$ cat config.mk
export PLATFORM = sky130hd
export DESIGN_NAME = ssd_scan_ctrl
export DESIGN_NICKNAME = d
export VERILOG_FILES = /design/src/rtl/ssd_scan_ctrl_pkg.sv /design/src/rtl/ssd_scan_ctrl_hex7seg.sv /design/src/rtl/ssd_scan_ctrl.sv
export SDC_FILE = /design/constraint.sdc
export NUM_CORES = 1
export LEC_CHECK = 0
export CAP_MARGIN = 20
export CORE_MARGIN = 5
export CORE_UTILIZATION = 25
export CTS_CLUSTER_SIZE = 28
export DETAILED_ROUTE_END_ITERATION = 10
export SLEW_MARGIN = 20
export SYNTH_ARGS = -nofsm -noshare
export SYNTH_HDL_FRONTEND = slang
export SYNTH_SLANG_ARGS = --single-unit
$ cat constraint.sdc
create_clock -name clk -period 6.3 [get_ports clk]
set_input_delay 0.63 -clock clk [delete_from_list [all_inputs] [get_ports clk]]
set_output_delay 0.63 -clock clk [all_outputs]
set_load 0.05 [all_outputs]
$ cat src/rtl/ssd_scan_ctrl_pkg.sv
// Shared constants for the seven-segment scan controller: blanking patterns
// and the active-low gfedcba segment set for hex digits 0..F.
package ssd_scan_ctrl_pkg;

  localparam logic [6:0] SSD_BLANK = 7'b1111111;
  localparam logic [7:0] AN_OFF    = 8'hFF;

  localparam logic [6:0] SEG_0 = 7'b1000000;
  localparam logic [6:0] SEG_1 = 7'b1111001;
  localparam logic [6:0] SEG_2 = 7'b0100100;
  localparam logic [6:0] SEG_3 = 7'b0110000;
  localparam logic [6:0] SEG_4 = 7'b0011001;
  localparam logic [6:0] SEG_5 = 7'b0010010;
  localparam logic [6:0] SEG_6 = 7'b0000010;
  localparam logic [6:0] SEG_7 = 7'b1111000;
  localparam logic [6:0] SEG_8 = 7'b0000000;
  localparam logic [6:0] SEG_9 = 7'b0010000;
  localparam logic [6:0] SEG_A = 7'b0001000;
  localparam logic [6:0] SEG_B = 7'b0000011;
  localparam logic [6:0] SEG_C = 7'b1000110;
  localparam logic [6:0] SEG_D = 7'b0100001;
  localparam logic [6:0] SEG_E = 7'b0000110;
  localparam logic [6:0] SEG_F = 7'b0001110;

  // Element [n] holds the pattern for hex value n.
  localparam logic [15:0][6:0] SEG_TABLE = {
    SEG_F, SEG_E, SEG_D, SEG_C, SEG_B, SEG_A, SEG_9, SEG_8,
    SEG_7, SEG_6, SEG_5, SEG_4, SEG_3, SEG_2, SEG_1, SEG_0
  };

  typedef enum logic {
    PH_GUARD = 1'b0,
    PH_DRIVE = 1'b1
  } phase_e;

endpackage

$ cat src/rtl/ssd_scan_ctrl_hex7seg.sv
// Combinational hex to seven-segment decoder (active-low gfedcba).
module ssd_scan_ctrl_hex7seg
  import ssd_scan_ctrl_pkg::*;
(
  input  logic [3:0] hex,
  output logic [6:0] seg
);

  assign seg = SEG_TABLE[hex];

endmodule

$ cat src/rtl/ssd_scan_ctrl.sv
// Multiplexed common-anode seven-segment scanner with per-slot anti-ghosting
// guard and frame-boundary commit of new display words.
//
// phase    | meaning
// PH_GUARD | tick < GUARD: all anodes off, segments blank
// PH_DRIVE | tick >= GUARD: anode of digit dig on unless blanked
module ssd_scan_ctrl
  import ssd_scan_ctrl_pkg::*;
#(
  parameter int NUM_DIGITS  = 8,
  parameter int REFRESH_DIV = 50000,
  parameter int GUARD       = 16
) (
  input  logic                    clk,
  input  logic                    reset_n,
  input  logic [4*NUM_DIGITS-1:0] in_value,
  input  logic [NUM_DIGITS-1:0]   in_blank,
  input  logic                    in_load,
  output logic                    out_ready,
  output logic [6:0]              out_ssd,
  output logic [NUM_DIGITS-1:0]   out_an
);

  localparam int TW = (REFRESH_DIV > 1) ? $clog2(REFRESH_DIV) : 1;
  localparam int DW = (NUM_DIGITS > 1) ? $clog2(NUM_DIGITS) : 1;

  localparam logic [TW-1:0]         TICK_LAST  = TW'(REFRESH_DIV - 1);
  localparam logic [TW-1:0]         TICK_GUARD = TW'(GUARD);
  localparam logic [DW-1:0]         DIG_LAST   = DW'(NUM_DIGITS - 1);
  localparam logic [NUM_DIGITS-1:0] AN_ALL_OFF = AN_OFF[NUM_DIGITS-1:0];

  logic [TW-1:0]           tick;
  logic [DW-1:0]           dig;
  logic [4*NUM_DIGITS-1:0] disp_val;
  logic [NUM_DIGITS-1:0]   disp_blank;
  logic [4*NUM_DIGITS-1:0] pend_val;
  logic [NUM_DIGITS-1:0]   pend_blank;
  logic                    pending;

  logic                    slot_end;
  logic                    frame_end;
  logic                    load_fire;
  phase_e                  phase;
  logic [3:0]              cur_nib;
  logic                    cur_blank;
  logic [6:0]              cur_seg;
  logic [NUM_DIGITS-1:0]   an_sel;
  logic [NUM_DIGITS-1:0]   an_next;
  logic [6:0]              ssd_next;

  assign slot_end  = (tick == TICK_LAST);
  assign frame_end = slot_end && (dig == DIG_LAST);
  // The staged copy is free exactly when nothing is waiting to commit.
  assign out_ready = ~pending;
  assign load_fire = in_load && out_ready;
  assign phase     = (tick < TICK_GUARD) ? PH_GUARD : PH_DRIVE;
  assign cur_nib   = disp_val[4*int'(dig) +: 4];
  assign cur_blank = disp_blank[dig];
  assign an_sel    = ~(NUM_DIGITS'(1) << dig);

  ssd_scan_ctrl_hex7seg u_hex7seg (
    .hex (cur_nib),
    .seg (cur_seg)
  );

  always_comb begin
    an_next  = AN_ALL_OFF;
    ssd_next = SSD_BLANK;
    if (phase == PH_DRIVE && !cur_blank) begin
      an_next  = an_sel;
      ssd_next = cur_seg;
    end
  end

  always_ff @(posedge clk or negedge reset_n) begin
    if (!reset_n) begin
      tick <= '0;
      dig  <= '0;
    end else if (slot_end) begin
      tick <= '0;
      dig  <= (dig == DIG_LAST) ? '0 : dig + DW'(1);
    end else begin
      tick <= tick + TW'(1);
    end
  end

  // Commit only at a frame boundary so a frame never mixes old and new data;
  // a load landing on a boundary sees pending=0 and waits one more frame.
  always_ff @(posedge clk or negedge reset_n) begin
    if (!reset_n) begin
      disp_val   <= '0;
      disp_blank <= '1;
      pend_val   <= '0;
      pend_blank <= '1;
      pending    <= 1'b0;
    end else if (frame_end && pending) begin
      disp_val   <= pend_val;
      disp_blank <= pend_blank;
      pending    <= 1'b0;
    end else if (load_fire) begin
      pend_val   <= in_value;
      pend_blank <= in_blank;
      pending    <= 1'b1;
    end
  end

  always_ff @(posedge clk or negedge reset_n) begin
    if (!reset_n) begin
      out_an  <= AN_ALL_OFF;
      out_ssd <= SSD_BLANK;
    end else begin
      out_an  <= an_next;
      out_ssd <= ssd_next;
    end
  end

endmodule

==> metrics.yaml, run 1 <==
grt_setup_unrepaired: "false"
holdBufCountCts: 0
layout-area-overhead-vs-synth_pct: 28.36
yosys_warnings: 0
drt_iter0_markers: 151
final_cell_mix: "sky130_fd_sc_hd__dfrtp_1, sky130_fd_sc_hd__clkdlybuf4s50_1, sky130_fd_sc_hd__mux2_2"
post-route-drc-count: 0
final.setup.tns_ns: 0
cellPowerDensity_nw_per_um2: 268.4
clock_skew_ns: 0.008859
cts-root-to-sink-buffers: 2
slew_headroom: 0.4419
cts_tree: "built"
path_max_fanout: 41
synth.cell_area_um2: 5161
floorplan.core_area_um2: 20300
placed_cells_incl_taps: 664
postCtsSetupBuffers: 0
finalCoreUtilization: 0.3264
globalRoute.busiestLayer: "met2"
worst-slew-pin-transition_ns: 0.8309
n_antenna_cell: 0
dp.final_hpwl_mm: 7.113
final_worst_hold_slack_ns: 0.09601
clkSinkCount: 115
post_dp_cell_area_um2: 6031
arrival_ns: 3.34
clock_insertion_delay_worst_skew_ns: 0.41
grt_antenna_before_repair: 0
synth_cells: 347
fin_total_pwr_mw: 1.778
design.die.area_um2: 23620
rrSetupSlack_ns: 3.24
setup.worst_path.class: "flip-flop to flip-flop"
fraction_of_final_layout_cells_sized_beyond_drive_strength_1: 0.3630
max-cap-violations: 0
grt_util_met1: 0.1109
port_buffers: 58
maxSlewViolCount: 0
grt_pass1_vias: 3235
mappedNetlistNets: 402
preCtsSetupSlack_ns: 3.241
finalNetCount: 469
synthDistinctLibCells: 42
cts_max_level: 4
die-width_um: 153.7
core.rowCount: 52
mostFrequentLayoutCell: "sky130_fd_sc_hd__dfrtp_1"
critical_path.endpoint_type: "flip-flop"
grt_overflow: 0
design_area_um2: 6625
max_freq_mhz: 326.9
min-delay-path-class: "input pin to asynchronous set/reset pin"
global_route.usage.met2: 0.1408
cp_data_required_time_ns: 6.58
grt_max_degree: 57
power.static_leakage_nw: 2.956
power.ir.vdd_worst_uv: 164.3
count_of_placed_standard_cells_in_the_final_layout_fillers_left_out: 697
detail-route-antenna-nets: 0
outcome: "completed"
final_period_minus_worst_setup_slack_ns: 3.059
seq_area_frac_synth: 0.5651
worst_slack_ns: 3.241
postSynthRegisterBits: 115
finalHoldViolations: 0
root_buffer: "sky130_fd_sc_hd__clkbuf_16"
post-route-period-util: 0.4855
drt_pass1_iterations: 4
grt_first_pass_wirelength_mm: 16.68
routabilityCongestion: 0.7315
vias: 2921
overall_global_routing_resource_usage: 0.08877
finalSetupViolations: 0
ios: 59
routed_via_density: 4.191
floorplan.initialDensity: 0.2543
global_route_met3_utilization: 0.03288
ctsResizeCount: 0
detail_route.wirelength_mm: 10.01
post_synth.cell_area_avg_um2: 14.87
worst_setup_start_kind: "flip-flop"
cts_inserted_buffers: 17
die-height_um: 153.7
drt-wirelength-per-cell_um: 14.37
clk_transition_reported_paths_ns: 0.05
critical path, stage by stage, from the launching register on:
cell,delay (ns)
sky130_fd_sc_hd__dfrtp_1,0.39
sky130_fd_sc_hd__ha_1,0.23
sky130_fd_sc_hd__nand3_1,0.19
sky130_fd_sc_hd__nor4_4,0.80
sky130_fd_sc_hd__nand3_4,0.73
sky130_fd_sc_hd__mux2_4,0.54
report_power, final:
group | switching [mW] | internal [mW] | total (mW)
clock network | 0.309 | 0.594 | 0.903
registers | 0.0199 | 0.779 | 0.799
logic | 0.0258 | 0.0497 | 0.0755
path summary, 6_finish.rpt:
check	end	depth (start not counted)	startpoint
worst max-delay path	disp_val[30]	5	tick[0]
worst min-delay path	pend_val[19]	1	reset_n
worst max register to register	disp_val[30]	5	tick[0]
worst min register to register	tick[7]	1	tick[7]
max in group asynchronous	disp_blank[3]	3	reset_n
min in group clk	tick[7]	1	tick[7]
layout make-up:
cell class / count / area [µm²]
Fill cell: 1980 / 13670
Sequential cell: 115 / 2917
Tap cell: 270 / 337.8
Multi-Input combinational cell: 208 / 2122
Clock inverter: 5 / 52.55
Clock buffer: 27 / 514.2
Timing Repair Buffer: 61 / 640.6
Inverter: 11 / 41.29
sequential cells by signal, summed over array words and instances, names as in the netlist:
name / flops
disp_val: 32
pend_val: 32
tick: 16
disp_blank: 8
out_an: 8
pend_blank: 8
out_ssd: 7
dig: 3
pending: 1
cell families (layout without fill, tap and decap cells):
| group | count (synthesis) | count (layout) | share of synthesized area |
|---|---|---|---|
| DFF | 115 | 115 | 0.5651 |
| muxes | 101 | 101 | 0.2667 |
| and+or+nand+nor | 63 | 63 | 0.06521 |
| buffers and inverters | 24 | 104 | 0.02521 |
| AOI/OAI and AO/OA | 19 | 19 | 0.02667 |
| xor gates and xnor gates | 13 | 13 | 0.02206 |
| adders and majority gates | 12 | 12 | 0.02909 |
cells in the mapped netlist:
cell,instances,share of area
sky130_fd_sc_hd__a21oi_1,1,0.00097
sky130_fd_sc_hd__nor4_4,1,0.0041
sky130_fd_sc_hd__nor2_1,12,0.0087
sky130_fd_sc_hd__nor4_1,2,0.0024
sky130_fd_sc_hd__nor3_1,7,0.0068
sky130_fd_sc_hd__o31ai_1,1,0.0015
sky130_fd_sc_hd__xor2_1,7,0.012
sky130_fd_sc_hd__o22ai_1,1,0.0012
sky130_fd_sc_hd__o221ai_1,4,0.0068
sky130_fd_sc_hd__nand2_1,13,0.0095
sky130_fd_sc_hd__a22o_1,2,0.0034
sky130_fd_sc_hd__nor2b_1,4,0.0048
sky130_fd_sc_hd__o21ai_0,4,0.0039
sky130_fd_sc_hd__mux2_2,43,0.094
sky130_fd_sc_hd__nand3b_1,1,0.0015
sky130_fd_sc_hd__clkbuf_1,6,0.0044
sky130_fd_sc_hd__o211ai_1,2,0.0029
sky130_fd_sc_hd__mux2i_4,1,0.0044
sky130_fd_sc_hd__mux4_2,7,0.031
sky130_fd_sc_hd__and3_1,1,0.0012
sky130_fd_sc_hd__nand3_4,1,0.0034
sky130_fd_sc_hd__and2b_1,1,0.0015
sky130_fd_sc_hd__dfrtp_1,84,0.41
sky130_fd_sc_hd__or3_1,2,0.0024
sky130_fd_sc_hd__nand3_1,13,0.013
sky130_fd_sc_hd__or4_1,1,0.0015
sky130_fd_sc_hd__buf_6,5,0.011
sky130_fd_sc_hd__mux2_4,39,0.11
sky130_fd_sc_hd__mux2i_1,10,0.019
sky130_fd_sc_hd__buf_2,2,0.0019
sky130_fd_sc_hd__or2_2,1,0.0012
sky130_fd_sc_hd__dfstp_2,31,0.16
sky130_fd_sc_hd__ha_1,12,0.029
sky130_fd_sc_hd__nand2b_1,2,0.0024
sky130_fd_sc_hd__o31a_1,1,0.0017
sky130_fd_sc_hd__xnor2_1,6,0.010
sky130_fd_sc_hd__mux4_1,1,0.0051
sky130_fd_sc_hd__and2_1,1,0.0012
sky130_fd_sc_hd__o21a_1,1,0.0015
sky130_fd_sc_hd__inv_1,10,0.0073
sky130_fd_sc_hd__clkinv_1,1,0.00073
sky130_fd_sc_hd__a211oi_1,2,0.0029
layer usage:
layer,part of all wire,up-vias,wire (µm)
li1,-,1385,-
met1,0.46,1446,4622
met2,0.48,80,4772
met3,0.047,10,467
met4,0.015,0,151
met5,0,-,0
Note: power is estimated with default switching activity, not from simulation.
==> run 2, diff against run 1 <==
Clock period 6.3 ns to 3.1 ns, I/O delays scaled along.
==> metrics.yaml, run 2 (synthesis results as in run 1) <==
critical_path.endpoint_type: "flip-flop"
maxSlewViolCount: 0
overall_global_routing_resource_usage: 0.09233
max_freq_mhz: 364.9
final.setup.tns_ns: 0
clkSinkCount: 115
floorplan.initialDensity: 0.2543
register_area_um2: 2917
detail-route-antenna-nets: 0
power.share.switching: 0.2026
port_buffers: 58
cts_max_level: 4
reg2reg_from: "dig[0]"
grt_pass1_vias: 3285
grt_util_met1: 0.1192
final.fill_count: 1981
rrSetupSlack_ns: 0.36
outcome: "completed"
min-delay-path-class: "input pin to asynchronous set/reset pin"
critical_path.cell_chain: "mux4_2 -> mux2i_1 -> inv_1 -> ha_1 -> inv_1 -> nor3_1 -> a211oi_1 -> o21ai_0"
detail_route.wirelength_mm: 10.24
cts_tree: "built"
drt_iter0_markers: 177
registers_with_the_highest_flip_flop_counts: "disp_val: 32 flops, pend_val: 32 flops, tick: 16 flops"
global_route.usage.met2: 0.1406
fin_total_pwr_mw: 3.711
cts_inserted_buffers: 17
power.share.clock: 0.521
clock_insertion_delay_worst_skew_ns: 0.41
grt_first_pass_wirelength_mm: 17.21
ctsResizeCount: 0
postCtsSetupBuffers: 0
power.sequential.fraction: 0.438
globalRoute.busiestLayer: "met2"
reg2reg_to: "out_ssd[3]"
final_cell_mix: "sky130_fd_sc_hd__dfrtp_1, sky130_fd_sc_hd__clkdlybuf4s50_1, sky130_fd_sc_hd__mux2_2"
arrival_ns: 3.05
n_antenna_cell: 0
switching_power_uw: 751.7
grt_overflow: 0
critical-path-slowest-cell: "sky130_fd_sc_hd__dfrtp_1"
floorplan.core_area_um2: 20300
post-route-period-util: 0.8841
routed_via_density: 4.235
finalHoldViolations: 0
ios: 59
holdBufCountCts: 1
finalNetCount: 474
core.rowCount: 52
path_max_fanout: 10
grt_setup_unrepaired: "false"
worst-slew-pin-transition_ns: 0.8124
cp_data_required_time_ns: 3.41
power.ir.vdd_worst_uv: 320.5
max-cap-violations: 0
power.static_leakage_nw: 2.991
clk_transition_reported_paths_ns: 0.05
root_buffer: "sky130_fd_sc_hd__clkbuf_16"
slew_headroom: 0.4584
vias: 2973
final_period_minus_worst_setup_slack_ns: 2.741
cellPowerDensity_nw_per_um2: 557.0
drt_pass1_iterations: 4
post-route-drc-count: 0
path_buf_inv: 2
setup.worst_path.class: "flip-flop to flip-flop"
reg2regPathDepth: 8
timing.critical_path.mode_cell: "sky130_fd_sc_hd__inv_1"
fraction_of_final_layout_cells_sized_beyond_drive_strength_1: 0.3773
worst_path_largest_cell_delay_ns: 0.66
grt_max_degree: 57
global_route_met3_utilization: 0.03316
worst_setup_start_kind: "flip-flop"
clock_skew_ns: 0.01306
mostFrequentLayoutCell: "sky130_fd_sc_hd__dfrtp_1"
routabilityCongestion: 0.8058
design.die.area_um2: 23620
finalCoreUtilization: 0.3282
internal_power_mw: 2.960
multi_input_area_um2: 2122
finalSetupViolations: 0
worst_path_dominant_cell_family: "multiplexers"
die-width_um: 153.7
dp.final_hpwl_mm: 7.324
grt_antenna_before_repair: 0
drt-wirelength-per-cell_um: 14.58
cts-root-to-sink-buffers: 2
layout-area-overhead-vs-synth_pct: 29.09
die-height_um: 153.7
power.share.combinational: 0.041
-- run 2: cell count changes in the layout (fill, tap and decap cells not counted) --
cell                            previous run  this run
sky130_fd_sc_hd__clkbuf_1                  6         2
sky130_fd_sc_hd__buf_4                     2         8
sky130_fd_sc_hd__buf_16                    2         0
sky130_fd_sc_hd__clkbuf_16                18        19
sky130_fd_sc_hd__clkbuf_8                  3         4
sky130_fd_sc_hd__clkinv_4                  0         1
sky130_fd_sc_hd__dlygate4sd3_1             0         1
sky130_fd_sc_hd__clkinv_2                  3         4
-- run 2: power by group through the flow --
stage | Clock (mW) | Sequential [mW] | Combinational, mW
2_1_floorplan | 0 | 1.63 | 0.0617
3_3_place_gp | 0 | 1.65 | 0.150
3_5_place_dp | 0 | 1.65 | 0.156
4_1_cts | 1.98 | 1.63 | 0.157
5_1_grt | 2.05 | 1.63 | 0.171
6_report | 1.93 | 1.62 | 0.152
-- run 2: stage by stage --
step,hold slack (ns),area (µm²),std cells,setup slack (ns)
final,0.4887,6663,702,0.3592
after global routing,0.5008,6663,702,0.1643
after CTS,0.4937,6663,702,0.3699
after detailed placement,0.4213,6048,669,0.3960
after global placement,0.3985,6048,669,0.5128
after floorplan,0.01441,5161,347,0.8808
-- run 2: worst max path at each step --
stage          startpoint  slack [ns]           to  cells past startpoint
2_1_floorplan      dig[0]        0.88   out_ssd[3]                      9
3_3_place_gp       dig[0]        0.51  disp_val[2]                      5
3_5_place_dp       dig[0]        0.40   out_ssd[3]                      8
4_1_cts            dig[0]        0.37   out_ssd[3]                      8
5_1_grt            dig[0]        0.16   out_ssd[3]                      8
6_report           dig[0]        0.36   out_ssd[3]                      8
-- run 2: layout make-up --
cell class	instances	share of cell area
clock buffer	25	0.08075
clock inverter	7	0.009953
inverter	11	0.006197
multi-input combinational	208	0.3185
sequential	115	0.4377
tap	270	0.05070
timing repair buffer	66	0.09615
-- run 2: worst reg2reg max path, stage by stage, from the launching register on --
cell	delay, ns
sky130_fd_sc_hd__dfrtp_1	0.66
sky130_fd_sc_hd__mux4_2	0.58
sky130_fd_sc_hd__mux2i_1	0.44
sky130_fd_sc_hd__inv_1	0.17
sky130_fd_sc_hd__ha_1	0.29
sky130_fd_sc_hd__inv_1	0.11
sky130_fd_sc_hd__nor3_1	0.07
sky130_fd_sc_hd__a211oi_1	0.20
sky130_fd_sc_hd__o21ai_0	0.11
-- run 2: per-layer routing --
layer	wire length [µm]	part of all wire
met1	4781	0.47
met2	4850	0.47
met3	472	0.046
met4	131	0.013
met5	0	0
==> run 3, diff against run 2 <==
Settings changed: CTS_CLUSTER_DIAMETER set to 40, REMOVE_ABC_BUFFERS set to 1, SLEW_MARGIN 20 to unset.
==> metrics.yaml, run 3 (synthesis results as in run 1) <==
outcome: "completed"
post-route-drc-count: 0
drt_pass1_iterations: 4
holdBufCountCts: 0
post-route-period-util: 0.8323
worst_path_largest_cell_delay_ns: 0.60
clkSinkCount: 115
postCtsSetupBuffers: 0
cts_inserted_buffers: 17
detail_route.wirelength_mm: 10.54
finalSetupViolations: 0
root_buffer: "sky130_fd_sc_hd__clkbuf_16"
cts_max_level: 4
overall_global_routing_resource_usage: 0.09224
grt_setup_unrepaired: "false"
cellPowerDensity_nw_per_um2: 566.3
cts-root-to-sink-buffers: 2
multi_input_area_um2: 2122
grt_overflow: 0
cts_tree: "built"
maxSlewViolCount: 0
power.static_leakage_nw: 2.981
finalHoldViolations: 0
reg2reg_from: "dig[0]"
setup.worst_path.class: "flip-flop to flip-flop"
arrival_ns: 2.88
n_antenna_cell: 0
max-cap-violations: 0
core.rowCount: 52
final_cell_mix: "sky130_fd_sc_hd__dfrtp_1, sky130_fd_sc_hd__clkdlybuf4s50_1, sky130_fd_sc_hd__mux2_2"
port_buffers: 58
rrSetupSlack_ns: 0.52
final_period_minus_worst_setup_slack_ns: 2.580
critical_path.endpoint_type: "flip-flop"
vias: 2976
preCtsSetupSlack_ns: 0.5525
die-width_um: 153.7
finalNetCount: 472
power.ir.vdd_worst_uv: 338.6
floorplan.core_area_um2: 20300
fraction_of_final_layout_cells_sized_beyond_drive_strength_1: 0.3744
cp_data_required_time_ns: 3.40
clock_skew_ns: 0.007455
register_area_um2: 2917
drt_iter0_markers: 186
design.die.area_um2: 23620
clock_insertion_delay_worst_skew_ns: 0.40
routabilityCongestion: 0.8045
min-delay-path-class: "input pin to asynchronous set/reset pin"
worst_setup_start_kind: "flip-flop"
floorplan.initialDensity: 0.2543
layout-area-overhead-vs-synth_pct: 29.21
grt_first_pass_wirelength_mm: 17.37
grt_pass1_vias: 3253
critical_path.cell_chain: "mux4_2 -> mux2i_1 -> inv_1 -> ha_1 -> inv_1 -> nor3_1 -> a211oi_1 -> o21ai_0"
dp.final_hpwl_mm: 7.344
worst-slew-pin-transition_ns: 0.9498
grt_antenna_before_repair: 0
routed_via_density: 4.251
registers_with_the_highest_flip_flop_counts: "disp_val: 32 flops, pend_val: 32 flops, tick: 16 flops"
slew_headroom: 0.3668
ios: 59
worst_slack_ns: 0.5197
path_max_fanout: 7
grt_max_degree: 76
die-height_um: 153.7
final.setup.tns_ns: 0
final.fill_count: 1997
ctsResizeCount: 0
timing.critical_path.mode_cell: "sky130_fd_sc_hd__inv_1"
critical-path-slowest-cell: "sky130_fd_sc_hd__dfrtp_1"
max_freq_mhz: 387.6
mostFrequentLayoutCell: "sky130_fd_sc_hd__dfrtp_1"
reg2regPathDepth: 8
reg2reg_to: "out_ssd[3]"
detail-route-antenna-nets: 0
drt-wirelength-per-cell_um: 15.06
clk_transition_reported_paths_ns: 0.05
## run 3: cell count changes in the layout (fill, tap and decap cells not counted), moves of 2 or more
cell,change
sky130_fd_sc_hd__buf_4,-2
sky130_fd_sc_hd__bufinv_16,+2
sky130_fd_sc_hd__clkbuf_16,-2
sky130_fd_sc_hd__clkinv_2,-2
## run 3: how the worst max path moves through the flow
stage / startpoint / to / slack [ns] / depth (start not counted)
finish: dig[0] / out_ssd[3] / 0.52 / 8
global route: dig[0] / out_ssd[3] / 0.28 / 8
CTS: dig[0] / out_ssd[3] / 0.51 / 8
detailed placement: dig[0] / out_ssd[3] / 0.55 / 8
global placement: dig[0] / out_ssd[3] / 0.69 / 8
floorplan: pending / pend_val[0] / 0.32 / 2
## run 3: layout make-up
cell class                      count  area share
Sequential cell                   115      0.4373
Multi-Input combinational cell    208      0.3182
Timing Repair Buffer               64     0.09531
Clock buffer                       24     0.07373
Tap cell                          270     0.05066
Clock inverter                      8     0.01857
Inverter                           11    0.006191
## run 3: metal layers
layer  vias up  share of wire  global-route usage
met5         -              0                   0
met1      1528           0.49              0.1245
met4         0          0.011             0.02860
met2        62           0.46              0.1381
met3        10          0.044             0.03429
li1       1376              -                   -
## run 3: power breakdown
part / internal [mW] / switching (mW)
sequential: 1.58 / 0.0416
combinational: 0.0991 / 0.0539
clock: 1.35 / 0.652
total: 3.03 / 0.747
## run 3: stage by stage
stage / utilization / instance area, µm² / power (mW) / hold WS (ns) / instances
after floorplan: - / 5072 / 1.691 / 0.01441 / 334
after global routing: 0.3285 / 6669 / 3.926 / 0.1391 / 700
after detailed placement: 0.2982 / 6053 / 1.806 / 0.4802 / 668
after CTS: 0.3285 / 6669 / 3.836 / 0.09584 / 700
after global placement: 0.2982 / 6053 / 1.799 / 0.4778 / 668
final: 0.3285 / 6669 / 3.776 / 0.06850 / 700
## run 3: critical path: cells and delay by family (launching register included)
kind / cells / cell delay (ns)
AOI/OAI and AO/OA: 2 / 0.31
adders and majority gates: 1 / 0.28
buffers and inverters: 2 / 0.25
DFF: 1 / 0.60
muxes: 2 / 0.96
and+or+nand+nor: 1 / 0.07
==> RTL change: new RTL, settings of run 2 <==
The parameter `REFRESH_DIV` goes from 50000 to 200000.
--- a/src/rtl/ssd_scan_ctrl.sv
+++ b/src/rtl/ssd_scan_ctrl.sv
@@ -9,5 +9,5 @@
 #(
   parameter int NUM_DIGITS  = 8,
-  parameter int REFRESH_DIV = 50000,
+  parameter int REFRESH_DIV = 200000,
   parameter int GUARD       = 16
 ) (
Behaviour: no difference found for any inputs over 10 cycles, from zero or initial values and one cycle with reset_n low; that may be too few to reach the edited logic, so the function may still have changed.
==> RTL change against run 2 <==
  * The flow now finishes with violations (negative hold slack)
  * Synthesized cell count grew 1.4%
  * Non-clock buffer count is the same
  * Clock skew shrank 0.0063 ns
  * Total power shrank 3.8%
  * Wire length is essentially flat
  * Combinational power shrank 5%
  * Die area grew 1.0%
  * Worst setup slack gained 0.35 ns
  * Synthesized area grew 1.1%
  * Sequential cell count grew 2
  * Cell area shrank 0.53%
  * Sequential share of layout area grew 0.99 points
==> RTL change: results (changes against run 2) <==
| Metric | Value |
|---|---|
| Outcome | finished with violations (was complete, no violations) |
| Failing checks | negative hold slack |
| Starting DRT DRC Count | 169 (was 177) |
| Post-Synth XOR/XNOR Area | 0.0252 (was 0.0221) |
| Routed wl met3 | 557 um (was 472 um) |
| Setup crit end | out_ssd[0] (was out_ssd[3]) |
| Post-Route WL | 10.2 mm (about the same) |
| Placement Cell Area | 6080 um^2 (was 6050 um^2) |
| Ranking of synthesized cells by area | dfrtp_1 41%, dfstp_2 16%, mux2_2 9.1% (was dfrtp_1 41%, dfstp_2 16%, mux2_4 11%) |
| Worst hold slack | -0.0124 ns (was 0.489 ns) |
| Crit-path max FO | 9 (was 10) |
| # fillers | 1971 (was 1981) |
| Post-synthesis sequential area ratio | 0.569 (was 0.565) |
| Final hold viol count | 13 (was 0) |
| Metal1 wirelength | 4.80 mm (was 4.78 mm) |
| Synth Area in Compound Gates | 0.0189 (was 0.0267) |
| Met3 Resource Use GR | 0.0338 (was 0.0332) |
| Synth Area in Adders | 0.0288 (was 0.0291) |
| Post-Syn Instances | 352 (was 347) |
| Max VDD drop | 0.360 mV (was 0.321 mV) |
| Flop2flop setup slack | 0.71 ns (was 0.36 ns) |
| Vias per cell | 4.22 (was 4.24) |
| Vias in the first global route | 3167 (was 3285) |
| Netlist cell types | 39 (was 42) |
| Delay-heaviest family, CP | simple AND/OR/NAND/NOR gates (was multiplexers) |
| GPL Wtd Cong | 0.787 (was 0.806) |
| Fin Clk Skew | 0.00675 ns (was 0.0131 ns) |
| Synthesized Nets | 407 (was 402) |
| Max incr delay on CP | 0.53 ns (was 0.66 ns) |
| Synth top cells by count | 86 x dfrtp_1, 42 x mux2_2, 31 x dfstp_2 (was 84 x dfrtp_1, 43 x mux2_2, 39 x mux2_4) |
| Total track usage | 0.0886 (was 0.0923) |
| Slew HR | 0.497 (was 0.458) |
| Worst EP arrival | 2.72 ns (was 3.05 ns) |
| Met2 Resource Use GR | 0.132 (was 0.141) |
| Dpl cells | 670 (was 669) |
-- RTL change: changes by cell type after synthesis, sizes merged, moves of 3 or more --
cell	delta
nand4	+4
nand3	-3
inv	-3
nand2	+8
nor3	-5
and3	+7
xor2	+3
mux2i	-3
clkbuf	+4
-- RTL change: where the power goes --
| part | switching (mW) | total (mW) | leakage [nW] | internal [mW] |
|---|---|---|---|---|
| Combinational | 0.0502 | 0.144 | 1.16 | 0.0934 |
| Sequential | 0.0354 | 1.64 | 1.45 | 1.60 |
| Clock | 0.679 | 1.79 | 0.261 | 1.11 |
-- RTL change: area by class of cell --
type                            count  area (um^2)  area share
Inverter                            7         26.3     0.00396
Clock inverter                     13          110      0.0166
Sequential cell                   117         2970       0.448
Clock buffer                       18          439      0.0663
Tap cell                          270          338      0.0510
Timing Repair Buffer               66          663       0.100
Multi-Input combinational cell    210         2080       0.315
